===== src/rtl/svo_term_arb.sv =====
// svo_term_arb: packet-granular round-robin arbiter that merges several byte-stream
// requesters onto one shared terminal character stream.
//
// A requester keeps the grant until its packet ends. A packet ends on an accepted beat
// with tlast, or, when NL_RELEASE is set, on an accepted newline byte (8'h0A). Two forced
// releases also end a grant, and each one pulses timeout_evt:
//   - idle timeout: the owner holds tvalid low for IDLE_TIMEOUT consecutive cycles.
//   - beat limit:   MAX_BEATS beats are accepted without a normal end of packet.
// There is always at least one IDLE cycle between two grants.
//
// Parameters:
//   NUM_REQ      number of requesters (2..4)
//   NL_RELEASE   1: an accepted 8'h0A also ends the packet
//   IDLE_TIMEOUT idle cycles tolerated before forced release (2..65535)
//   MAX_BEATS    beats per grant before forced release (0 disables the limit)
//
// Ports:
//   clk, resetn     clock and asynchronous active-low reset (deassertion synchronised here)
//   req_tvalid/req_tready/req_tdata/req_tlast  per-requester AXI-stream byte inputs;
//                   requester i uses req_tdata[8i+7:8i]
//   term_tvalid/term_tready/term_tdata          shared AXI-stream byte output
//   grant           one-hot owner, zero when idle
//   busy            high while a requester owns the stream
//   timeout_evt     one-cycle pulse after a forced release
module svo_term_arb #(
  parameter int unsigned NUM_REQ      = 2,
  parameter int unsigned NL_RELEASE   = 1,
  parameter int unsigned IDLE_TIMEOUT = 1024,
  parameter int unsigned MAX_BEATS    = 256
) (
  input  logic                   clk,
  input  logic                   resetn,
  input  logic [NUM_REQ-1:0]     req_tvalid,
  output logic [NUM_REQ-1:0]     req_tready,
  input  logic [8*NUM_REQ-1:0]   req_tdata,
  input  logic [NUM_REQ-1:0]     req_tlast,
  output logic                   term_tvalid,
  input  logic                   term_tready,
  output logic [7:0]             term_tdata,
  output logic [NUM_REQ-1:0]     grant,
  output logic                   busy,
  output logic                   timeout_evt
);

  localparam int unsigned IdxW  = $clog2(NUM_REQ);
  localparam int unsigned IdleW = $clog2(IDLE_TIMEOUT);
  localparam int unsigned BeatW = (MAX_BEATS < 2) ? 1 : $clog2(MAX_BEATS);

  localparam logic [IdxW-1:0]  LastIdx  = IdxW'(NUM_REQ - 1);
  localparam logic [IdleW-1:0] IdleLast = IdleW'(IDLE_TIMEOUT - 1);
  localparam logic [BeatW-1:0] BeatLast = BeatW'((MAX_BEATS == 0) ? 0 : MAX_BEATS - 1);
  localparam logic             NlEn     = (NL_RELEASE != 0);
  localparam logic             LimitEn  = (MAX_BEATS != 0);

  localparam logic [0:0] StIdle  = 1'b0;
  localparam logic [0:0] StGrant = 1'b1;

  // Reset: asserts asynchronously, releases two clock edges after resetn rises.
  logic [1:0] rst_sync_q;
  logic       rst_int_n;

  always_ff @(posedge clk or negedge resetn) begin
    if (!resetn) begin
      rst_sync_q <= 2'b00;
    end else begin
      rst_sync_q <= {rst_sync_q[0], 1'b1};
    end
  end

  assign rst_int_n = rst_sync_q[1];

  // State.
  logic [0:0]         state_q, state_d;
  logic [IdxW-1:0]    owner_q, owner_d;
  logic [NUM_REQ-1:0] grant_q, grant_d;
  logic [IdxW-1:0]    rr_ptr_q, rr_ptr_d;
  logic [IdleW-1:0]   idle_cnt_q, idle_cnt_d;
  logic [BeatW-1:0]   beat_cnt_q, beat_cnt_d;
  logic               evt_q, evt_d;

  // Per-requester byte lanes.
  logic [7:0] req_byte [NUM_REQ];

  always_comb begin
    for (int i = 0; i < NUM_REQ; i++) begin
      req_byte[i] = req_tdata[8*i +: 8];
    end
  end

  // Owner-side view of the selected requester.
  logic       own_valid;
  logic       own_last;
  logic [7:0] own_byte;

  assign own_valid = req_tvalid[owner_q];
  assign own_last  = req_tlast[owner_q];
  assign own_byte  = req_byte[owner_q];

  // Output datapath is combinational from the registered owner.
  assign busy        = (state_q == StGrant);
  assign grant       = grant_q;
  assign term_tvalid = busy & own_valid;
  assign term_tdata  = busy ? own_byte : 8'h00;
  assign timeout_evt = evt_q;

  always_comb begin
    req_tready = '0;
    if (busy) begin
      req_tready[owner_q] = term_tready;
    end
  end

  // Round-robin pick: first valid requester at or above rr_ptr, wrapping.
  logic            pick_found;
  logic [IdxW-1:0] pick_idx;
  logic [IdxW-1:0] cand;

  always_comb begin
    pick_found = 1'b0;
    pick_idx   = '0;
    cand       = '0;
    for (int k = 0; k < NUM_REQ; k++) begin
      cand = IdxW'((int'(rr_ptr_q) + k) % NUM_REQ);
      if (!pick_found && req_tvalid[cand]) begin
        pick_found = 1'b1;
        pick_idx   = cand;
      end
    end
  end

  // Release decode.
  logic            accept;
  logic            own_end;
  logic            normal_rel;
  logic            limit_rel;
  logic            idle_rel;
  logic [IdxW-1:0] ptr_after;

  assign accept     = term_tvalid & term_tready;
  assign own_end    = own_last | (NlEn & (own_byte == 8'h0A));
  assign normal_rel = accept & own_end;
  // A packet that ends on the limit beat counts as a normal release.
  assign limit_rel  = LimitEn & accept & ~own_end & (beat_cnt_q == BeatLast);
  assign idle_rel   = busy & ~own_valid & (idle_cnt_q == IdleLast);
  assign ptr_after  = (owner_q == LastIdx) ? '0 : owner_q + IdxW'(1);

  always_comb begin
    state_d    = state_q;
    owner_d    = owner_q;
    grant_d    = grant_q;
    rr_ptr_d   = rr_ptr_q;
    idle_cnt_d = idle_cnt_q;
    beat_cnt_d = beat_cnt_q;
    evt_d      = 1'b0;
    case (state_q)
      StIdle: begin
        if (pick_found) begin
          state_d           = StGrant;
          owner_d           = pick_idx;
          grant_d           = '0;
          grant_d[pick_idx] = 1'b1;
          idle_cnt_d        = '0;
          beat_cnt_d        = '0;
        end
      end
      StGrant: begin
        // Idle count only advances while the owner has nothing to offer.
        if (own_valid) begin
          idle_cnt_d = '0;
        end else begin
          idle_cnt_d = idle_cnt_q + IdleW'(1);
        end
        if (accept) begin
          beat_cnt_d = beat_cnt_q + BeatW'(1);
        end
        if (normal_rel || limit_rel || idle_rel) begin
          state_d  = StIdle;
          grant_d  = '0;
          rr_ptr_d = ptr_after;
          evt_d    = limit_rel | idle_rel;
        end
      end
      default: begin
        state_d = StIdle;
        grant_d = '0;
      end
    endcase
  end

  always_ff @(posedge clk or negedge rst_int_n) begin
    if (!rst_int_n) begin
      state_q    <= StIdle;
      owner_q    <= '0;
      grant_q    <= '0;
      rr_ptr_q   <= '0;
      idle_cnt_q <= '0;
      beat_cnt_q <= '0;
      evt_q      <= 1'b0;
    end else begin
      state_q    <= state_d;
      owner_q    <= owner_d;
      grant_q    <= grant_d;
      rr_ptr_q   <= rr_ptr_d;
      idle_cnt_q <= idle_cnt_d;
      beat_cnt_q <= beat_cnt_d;
      evt_q      <= evt_d;
    end
  end

endmodule

===== config.mk =====
export PLATFORM = sky130hd
export DESIGN_NAME = svo_term_arb
export DESIGN_NICKNAME = d
export VERILOG_FILES = /design/src/rtl/svo_term_arb.sv
export SDC_FILE = /design/constraint.sdc
export NUM_CORES = 1
export LEC_CHECK = 0
export CORE_MARGIN = 10
export CORE_UTILIZATION = 50
export CTS_BUF_LIST = sky130_fd_sc_hd__clkbuf_4 sky130_fd_sc_hd__clkbuf_8
export CTS_CLUSTER_SIZE = 25
export DETAILED_ROUTE_END_ITERATION = 10
export GPL_ROUTABILITY_DRIVEN = 0
export PLACE_DENSITY = 0.83
export SYNTH_ARGS = -nofsm -noshare
export SYNTH_HDL_FRONTEND = slang
export SYNTH_SLANG_ARGS = --single-unit

===== constraint.sdc =====
create_clock -name clk -period 1.47 [get_ports clk]
set_input_delay 0.147 -clock clk [delete_from_list [all_inputs] [get_ports clk]]
set_output_delay 0.147 -clock clk [all_outputs]
set_load 0.02 [all_outputs]

==> results.py, run 1 <==
metrics = {
    "outcome": {
        "status": "finished, violations left",
        "violations": "negative setup slack",
    },
    "cells_and_area": {
        "design_area_sq_um": 2510,
        "post-route-util_pct": 88.9,
        "areaGrowthSynthToFinish_pct": 66.8,
        "n_antenna_cell": 0,
        "layoutNonFillerInstCount": 268,
        "fin_nets": 263,
        "drive_gt1_share_pct": 40.5,
    },
    "critical_path": {
        "startpoint": "owner_q",
        "crit_required_ns": 1.68,
        "cp_max_fo": 4,
        "start_kind": "register",
        "arrival_ns": 2.14,
        "r2r.worst_path.cells": 8,
        "cp_num_cells": 8,
        "end_kind": "register",
        "path_buf_inv": 3,
        "worst_path_most_repeated_cell": "buf_4",
        "cp_slowest_cell": "dfrtp_2",
        "critPathTopFamily": "multiplexers",
        "path_class": "reg2reg",
        "critPathMaxStageDelay_ns": 0.45,
        "path_cells": "mux2i_4, buf_6, nand3_4, nor3_4, buf_4, buf_4, a21oi_2, mux2i_1",
        "r2r-start": "owner_q",
    },
    "sta": {
        "hold_slack_ns": 0.215,
        "hold_violations": 0,
        "slew_headroom_pct": 66.3,
        "timing.final.ws_setup_ns": -0.463,
        "slew_viol_final": 0,
        "max_freq_mhz": 517,
        "skew_ns": 0.0126,
        "period_minus_slack_ns": 1.93,
        "setup_viol": 30,
        "worstMarginPinSlew_ns": 0.505,
        "grt_setup_unrepaired": "true",
        "finalSetupTns_ns": -3.65,
        "min_period_over_period_pct": 132,
    },
    "drt": {
        "ant_nets": 0,
        "drcViolationCount": 0,
        "drt-total-wl_mm": 6.41,
        "dr_total_vias": 1725,
        "dr.pass1.iters": 4,
        "vias_per_cell": 6.44,
        "drt_iter0_markers": 128,
        "wire_per_inst_um": 23.9,
    },
    "clock_tree": {
        "cts_max_level": 1,
        "cts_buffer_depth": 2,
        "path_clk_slew_ns": 0.15,
        "clockRootBuffer": "clkbuf_4",
        "cts_made_buffers": 3,
        "cts.sinks": 26,
        "clk_latency_ns": 0.34,
        "tritoncts": "done",
    },
    "die": {
        "rows": 19,
        "dieArea_sq_um": 5610,
        "io_pins": 38,
        "die_y_um": 74.9,
        "core_area_sq_um": 2830,
        "die_w_um": 74.9,
        "initial_core_util_pct": 53.3,
    },
    "synth": {
        "ys_seq_elements": 26,
        "synth_area_leader_cell": "dfrtp_1",
        "synthArstFlopShare_pct": 100,
        "yosysMostFrequentCell": "dfrtp_1",
        "synthCells": 164,
        "avgSynthCellArea_sq_um": 9.19,
        "synth_top_area_share_pct": 43.2,
        "syn_area_sq_um": 1510,
        "synth_edf_count": 0,
        "synthTopCellsByCount": "dfrtp_1 (26), nand2_1 (17), o21ai_0 (17)",
        "synthesis.nets": 189,
        "synth_area_leaders": "dfrtp_1 (43%), mux2i_1 (6.0%), o21ai_0 (5.6%)",
        "yosysWarnings": 0,
        "synth_flop_cell": "dfrtp_1",
        "ys_seq_area_share_pct": 43.2,
        "ys_types": 36,
    },
    "grt": {
        "antenna_found_initial": 0,
        "grt_start_max_net_pins": 16,
        "grt_pass1_wl_mm": 8.74,
        "grt_pass1_vias": 1758,
        "overflow": 0,
        "track_usage_pct": 20.4,
    },
    "power": {
        "intPower_mw": 2.22,
        "power_switching_mw": 1.51,
        "pwr-share-seq_pct": 27.0,
        "p_leak_nw": 1.15,
        "power_frac_comb_pct": 59.5,
        "cellPowerDensity_nw_per_um2": 1480,
        "clock_power_share_pct": 13.5,
        "swShare_pct": 40.4,
        "vdd_drop_max_uv": 892,
    },
    "run": {
        "maxCapViolCount": 0,
    },
    "place": {
        "placed_cells": 254,
        "place_area_sq_um": 2120,
        "dpl.hpwl_mm": 3.36,
        "portBuffers": 37,
    },
    "hold_path": {
        "hold_class": "reg2async",
    },
}
-- metrics by stage --
stage	setup WS, ns	power [mW]
after floorplan	-0.0715	1.83
after global placement	-0.328	2.51
after detailed placement	-0.431	2.60
after CTS	-0.165	3.36
after global routing	-0.493	3.86
final	-0.463	3.73
-- cells by family (layout without fill, tap and decap cells) --
| logic type | after synthesis | after routing | share of synthesized area, % |
|---|---|---|---|
| flops | 26 | 26 | 43.2 |
| simple gates | 73 | 73 | 26.2 |
| xor+xnor | 7 | 7 | 4.07 |
| mux | 10 | 10 | 7.47 |
| buf+inv | 12 | 85 | 3.57 |
| fa+ha+maj | 2 | 2 | 1.66 |
| other cells | 1 | 1 | 0.249 |
| compound gates | 33 | 33 | 13.6 |
-- timing repair --
item / CTS / global route
gates resized for setup: 91 / 35
pin swaps: 5 / 16
hold endpoints to repair: 2 / 0
hold buffers: 1 / 0
cloned: 1 / 0
endpoints found under the setup margin: 35 / 36
buffers inserted: 4 / 6
-- cell type report --
| cell class | count | area (sq um) |
|---|---|---|
| Sequential cell | 26 | 653 |
| Clock inverter | 1 | 30.0 |
| Timing Repair Buffer | 74 | 706 |
| Fill cell | 103 | 314 |
| Inverter | 7 | 26.3 |
| Clock buffer | 3 | 22.5 |
| Tap cell | 31 | 38.8 |
| Multi-Input combinational cell | 126 | 1040 |
-- power groups by stage --
| stage | clock network [mW] | registers (mW) | logic [mW] |
|---|---|---|---|
| 3_3_place_gp | 0 | 0.991 | 1.52 |
| 5_1_grt | 0.537 | 1.02 | 2.31 |
| 4_1_cts | 0.496 | 0.988 | 1.88 |
| 6_report | 0.505 | 1.01 | 2.22 |
| 2_1_floorplan | 0 | 0.995 | 0.833 |
| 3_5_place_dp | 0 | 1.01 | 1.59 |
-- state kept, by name, summed over array words and instances, names as in the netlist --
name / count
beat_cnt_q: 8
busy: 1
grant: 2
idle_cnt_q: 10
owner_q: 1
rr_ptr_q: 1
rst_sync_q: 2
timeout_evt: 1
-- layer usage --
| metal | GRT usage, % | up-vias | wire, um |
|---|---|---|---|
| met5 | 0 | - | 0 |
| met4 | 18.3 | 0 | 482 |
| met3 | 7.88 | 51 | 730 |
| met2 | 33.2 | 144 | 3090 |
| met1 | 19.8 | 805 | 2110 |
| li1 | - | 725 | - |
-- final timing paths --
kind	end	slack, ns
setup / recovery	rr_ptr_q	-0.46
hold / removal	idle_cnt_q[9]	0.21
setup reg to reg	rr_ptr_q	-0.46
hold reg to reg	idle_cnt_q[9]	0.21
max in group asynchronous	owner_q	0.78
min in group clk	rst_sync_q[1]	0.38
-- cell usage in the layout, fill, tap and decap left out, types with 3 or more instances in the layout --
cell	netlist	layout
buf_4	0	35
dfrtp_1	26	24
clkdlybuf4s50_1	0	22
nand2_1	17	14
nor2_1	12	10
o21ai_0	17	10
nor2b_1	9	9
mux2i_1	9	8
buf_6	1	8
nand3_1	8	7
inv_1	7	7
xor2_1	5	5
nor4b_2	0	4
a21oi_2	0	4
o21ai_2	0	4
buf_12	0	4
and3_1	4	3
nor3_4	1	3
nor3_2	0	3
nand2_2	0	3
o21ai_1	0	3
clkbuf_4	0	3
No activity file was read; power rests on OpenSTA's default activity.
==> inputs of run 2 (changes only) <==
Settings changed: RECOVER_POWER from default to 100.
==> results.py, run 2 (same netlist as run 1, synthesis figures left out) <==
metrics = {
    "outcome": {
        "status": "finished, violations left",
        "violations": "negative setup slack",
    },
    "critical_path": {
        "cp_slowest_cell": "dfrtp_2",
        "crit_required_ns": 1.68,
        "worst_path_most_repeated_cell": "buf_4",
        "arrival_ns": 2.13,
        "path_class": "reg2reg",
        "start_kind": "register",
        "cp_num_cells": 8,
        "r2r-start": "owner_q",
        "critPathTopFamily": "multiplexers",
        "startpoint": "owner_q",
        "reg2reg_slack_ns": -0.45,
        "critPathMaxStageDelay_ns": 0.45,
        "path_cells": "mux2i_4, buf_6, nand3_4, nor3_4, buf_4, buf_4, a21oi_2, mux2i_1",
        "end_kind": "register",
        "r2r_end": "rr_ptr_q",
        "r2r.worst_path.cells": 8,
        "cp_max_fo": 4,
        "path_buf_inv": 3,
    },
    "die": {
        "rows": 19,
        "dieArea_sq_um": 5610,
        "die_y_um": 74.9,
        "io_pins": 38,
        "core_area_sq_um": 2830,
        "die_w_um": 74.9,
        "initial_core_util_pct": 53.3,
    },
    "clock_tree": {
        "cts.sinks": 26,
        "cts_buffer_depth": 2,
        "cts_made_buffers": 3,
        "tritoncts": "done",
        "path_clk_slew_ns": 0.16,
        "clockRootBuffer": "clkbuf_4",
        "clk_latency_ns": 0.34,
        "cts_max_level": 1,
    },
    "cells_and_area": {
        "largest-register": "idle_cnt_q",
        "drive_gt1_share_pct": 40.1,
        "fin_nets": 263,
        "reg_top3": "idle_cnt_q x10, beat_cnt_q x8",
        "areaGrowthSynthToFinish_pct": 64.6,
        "final_cell_mix": "buf_4 (35), dfrtp_1 (24), clkdlybuf4s50_1 (21), nand2_1 (14)",
        "post-route-util_pct": 87.7,
        "final_common_cell": "buf_4",
        "largest_reg_flops": 10,
        "n_antenna_cell": 0,
        "nFillCells": 109,
    },
    "drt": {
        "wire_per_inst_um": 24.1,
        "drt_iter0_markers": 137,
        "dr.pass1.iters": 4,
        "drcViolationCount": 0,
        "drt-total-wl_mm": 6.45,
        "ant_nets": 0,
        "vias_per_cell": 6.50,
        "dr_total_vias": 1741,
    },
    "grt": {
        "grt_start_max_net_pins": 16,
        "grt_pass1_vias": 1758,
        "overflow": 0,
        "antenna_found_initial": 0,
        "grt_pass1_wl_mm": 8.74,
        "track_usage_pct": 20.4,
    },
    "place": {
        "dp_slack_ns": -0.431,
        "portBuffers": 37,
        "dpl.hpwl_mm": 3.36,
    },
    "sta": {
        "hold_violations": 0,
        "grt_setup_unrepaired": "true",
        "setup_viol": 31,
        "slew_headroom_pct": 44.4,
        "worstMarginPinSlew_ns": 0.833,
        "timing.final.ws_setup_ns": -0.448,
        "min_period_over_period_pct": 131,
        "period_minus_slack_ns": 1.92,
        "slew_viol_final": 0,
        "skew_ns": 0.0151,
        "max_freq_mhz": 521,
        "hold_slack_ns": 0.196,
    },
    "power": {
        "vdd_drop_max_uv": 894,
        "cellPowerDensity_nw_per_um2": 1500,
        "p_leak_nw": 1.11,
        "power_mw": 3.72,
    },
    "run": {
        "maxCapViolCount": 0,
    },
    "hold_path": {
        "hold_class": "reg2async",
    },
}
## run 2: cell types whose count changed in the layout (fill, tap and decap cells not counted)
cell,delta
dlygate4sd3_1,+1
buf_12,-1
clkdlybuf4s50_1,-1
clkbuf_1,+3
dlymetal6s2s_1,-2
## run 2: layout make-up
cell class,instances,area [sq um],area share (%)
multi-input combinational,126,1040,41.9
timing repair buffer,74,672,27.1
sequential,26,653,26.3
tap,31,38.8,1.56
clock inverter,1,30.0,1.21
inverter,7,26.3,1.06
clock buffer,3,22.5,0.908
## run 2: routing by layer
metal	track usage, %	share of wire (%)	wire length (um)	vias to the layer above
met1	19.8	34	2200	824
met4	18.3	7.4	477	0
met2	33.2	47	3060	140
met3	7.88	11	713	51
li1	-	-	-	726
met5	0	0	0	-
## run 2: worst max-delay path by stage
stage | to | slack [ns]
6_report | rr_ptr_q | -0.45
5_1_grt | rr_ptr_q | -0.49
4_1_cts | grant[1] | -0.16
3_5_place_dp | grant[0] | -0.43
3_3_place_gp | grant[0] | -0.33
2_1_floorplan | grant[1] | -0.07
## run 2: worst reg2reg max path, cell delays in order, from the launching register on
cell	delay (ns)
dfrtp_2	0.45
mux2i_4	0.28
buf_6	0.13
nand3_4	0.07
nor3_4	0.22
buf_4	0.18
buf_4	0.12
a21oi_2	0.04
mux2i_1	0.32
## run 2: per-stage QoR
step / setup TNS [ns] / std cells / cell area (sq um)
finish: -3.63 / 268 / 2480
global route: -5.43 / 268 / 2480
CTS: -1.75 / 264 / 2350
detailed placement: -6.22 / 254 / 2120
global placement: -4.68 / 254 / 2120
floorplan: -0.0715 / 164 / 1520
## run 2: repair_timing
item / CTS / global route
hold endpoints to repair: 2 / 0
setup endpoints to repair: 35 / 36
gates resized for setup: 91 / 35
setup buffers: 4 / 6
cloned: 1 / 0
pin swaps: 5 / 16
hold buffers: 1 / 0
## run 2: where the power goes
part / switching, mW / internal [mW]
registers: 0.156 / 0.851
logic: 1.13 / 1.07
clock network: 0.233 / 0.276
==> inputs of run 3 (changes only) <==
Settings changed: CORE_UTILIZATION 50 to 54, PLACE_DENSITY 0.83 to 0.89.
Clock period 1.47 ns to 2.45 ns, I/O delays scaled along.
==> results.py, run 3 (same netlist as run 1, synthesis figures left out) <==
metrics = {
    "drt": {
        "dr_total_vias": 1353,
        "vias_per_cell": 5.83,
        "drt-total-wl_mm": 3.59,
        "wire_per_inst_um": 15.5,
        "ant_nets": 0,
        "dr.pass1.iters": 4,
        "drt_iter0_markers": 65,
        "drcViolationCount": 0,
    },
    "hold_path": {
        "hold_class": "in2async",
    },
    "critical_path": {
        "startpoint": "busy",
        "crit_required_ns": 2.20,
        "cp_max_fo": 21,
        "r2r.worst_path.cells": 5,
        "reg2reg_slack_ns": 0.53,
        "start_kind": "register",
        "end_kind": "output pin",
        "r2r_end": "beat_cnt_q[4]",
        "arrival_ns": 1.97,
        "r2r-start": "busy",
        "path_class": "reg2out",
    },
    "cells_and_area": {
        "drive_gt1_share_pct": 4.48,
        "final_cell_mix": "dfrtp_1 (26), clkdlybuf4s50_1 (23), nand2_1 (17), o21ai_0 (17), dlygate4sd3_1 (14)",
        "n_antenna_cell": 0,
        "layoutNonFillerInstCount": 232,
        "reg_top3": "idle_cnt_q x10, beat_cnt_q x8",
        "nFillCells": 211,
        "largest-register": "idle_cnt_q",
        "fin_nets": 228,
        "areaGrowthSynthToFinish_pct": 27.0,
        "largest_reg_flops": 10,
        "final_common_cell": "dfrtp_1",
    },
    "place": {
        "portBuffers": 37,
        "dpl.hpwl_mm": 2.81,
        "dp_slack_ns": 0.423,
        "placed_cells": 229,
    },
    "die": {
        "dieArea_sq_um": 5310,
        "die_y_um": 72.8,
        "io_pins": 38,
        "die_w_um": 72.8,
        "rows": 19,
        "initial_core_util_pct": 55.6,
        "core_area_sq_um": 2710,
    },
    "clock_tree": {
        "clockRootBuffer": "clkbuf_4",
        "tritoncts": "done",
        "cts.sinks": 26,
        "hold_buffers": 0,
        "cts.repair.resized": 0,
        "post_cts_buffers": 0,
        "cts_buffer_depth": 2,
        "cts_max_level": 1,
        "clk_latency_ns": 0.30,
        "cts_made_buffers": 3,
        "path_clk_slew_ns": 0.12,
    },
    "grt": {
        "antenna_found_initial": 0,
        "grt_start_max_net_pins": 25,
        "grt_pass1_vias": 1333,
        "grt_pass1_wl_mm": 6.09,
        "overflow": 0,
        "track_usage_pct": 13.8,
    },
    "sta": {
        "timing.final.ws_setup_ns": 0.239,
        "min_period_over_period_pct": 90.2,
        "slew_headroom_pct": 37.4,
        "slew_viol_final": 0,
        "skew_ns": 0.00127,
        "hold_violations": 0,
        "finalSetupTns_ns": 0,
        "worstMarginPinSlew_ns": 0.939,
        "period_minus_slack_ns": 2.21,
        "grt_setup_unrepaired": "false",
        "max_freq_mhz": 452,
        "setup_viol": 0,
    },
    "power": {
        "p_leak_nw": 0.847,
        "power_mw": 1.50,
        "vdd_drop_max_uv": 695,
        "cellPowerDensity_nw_per_um2": 783,
    },
    "run": {
        "maxCapViolCount": 0,
    },
    "outcome": {
        "status": "completed",
    },
}
-- run 3: changes by cell type in the layout (fill, tap and decap cells not counted), sizes merged --
cell,before,now
buf,46,1
bufinv,1,0
clkbuf,6,4
clkdlybuf4s50,21,23
dlygate4sd2,2,0
dlygate4sd3,2,14
-- run 3: through the flow --
step / cell area [sq um] / hold slack [ns] / util (%)
3_3_place_gp: 1900 / 0.338 / 70.3
6_report: 1910 / 0.151 / 70.6
5_1_grt: 1910 / 0.126 / 70.6
3_5_place_dp: 1900 / 0.337 / 70.3
4_1_cts: 1930 / 0.0716 / 71.1
2_1_floorplan: 1510 / -0.0506 / -
-- run 3: routing by layer --
layer	share of wire [%]	GRT usage (%)	vias to the layer above
met4	0.70	4.01	0
met1	44	16.9	626
met5	0	0	-
met3	10	4.63	4
met2	45	22.4	69
li1	-	-	654
-- run 3: worst max-delay path by stage --
| stage | end | slack [ns] | cells past startpoint |
|---|---|---|---|
| finish | req_tready[0] | 0.24 | 3 |
| global route | req_tready[0] | 0.04 | 3 |
| CTS | req_tready[0] | 0.22 | 3 |
| detailed placement | term_tvalid | 0.42 | 4 |
| global placement | term_tvalid | 0.44 | 4 |
| floorplan | grant[1] | 0.80 | 6 |
-- run 3: report_power, final --
group,internal (mW),switching (mW),total [mW]
logic,0.341,0.386,0.727
registers,0.507,0.0952,0.602
clock network,0.0574,0.112,0.170
total,0.905,0.594,1.50
-- run 3: layout make-up --
| cell class | instances | area [sq um] | share of cell area, % |
|---|---|---|---|
| clock buffer | 3 | 22.5 | 1.18 |
| inverter | 7 | 26.3 | 1.37 |
| multi-input combinational | 126 | 795 | 41.5 |
| sequential | 26 | 651 | 34.0 |
| tap | 31 | 38.8 | 2.03 |
| timing repair buffer | 39 | 382 | 19.9 |
-- run 3: critical path: stages, from the launching register on --
cell             delay [ns]
dfrtp_1                0.70
nand2_1                0.21
nor2_1                 0.14
clkdlybuf4s50_1        0.62
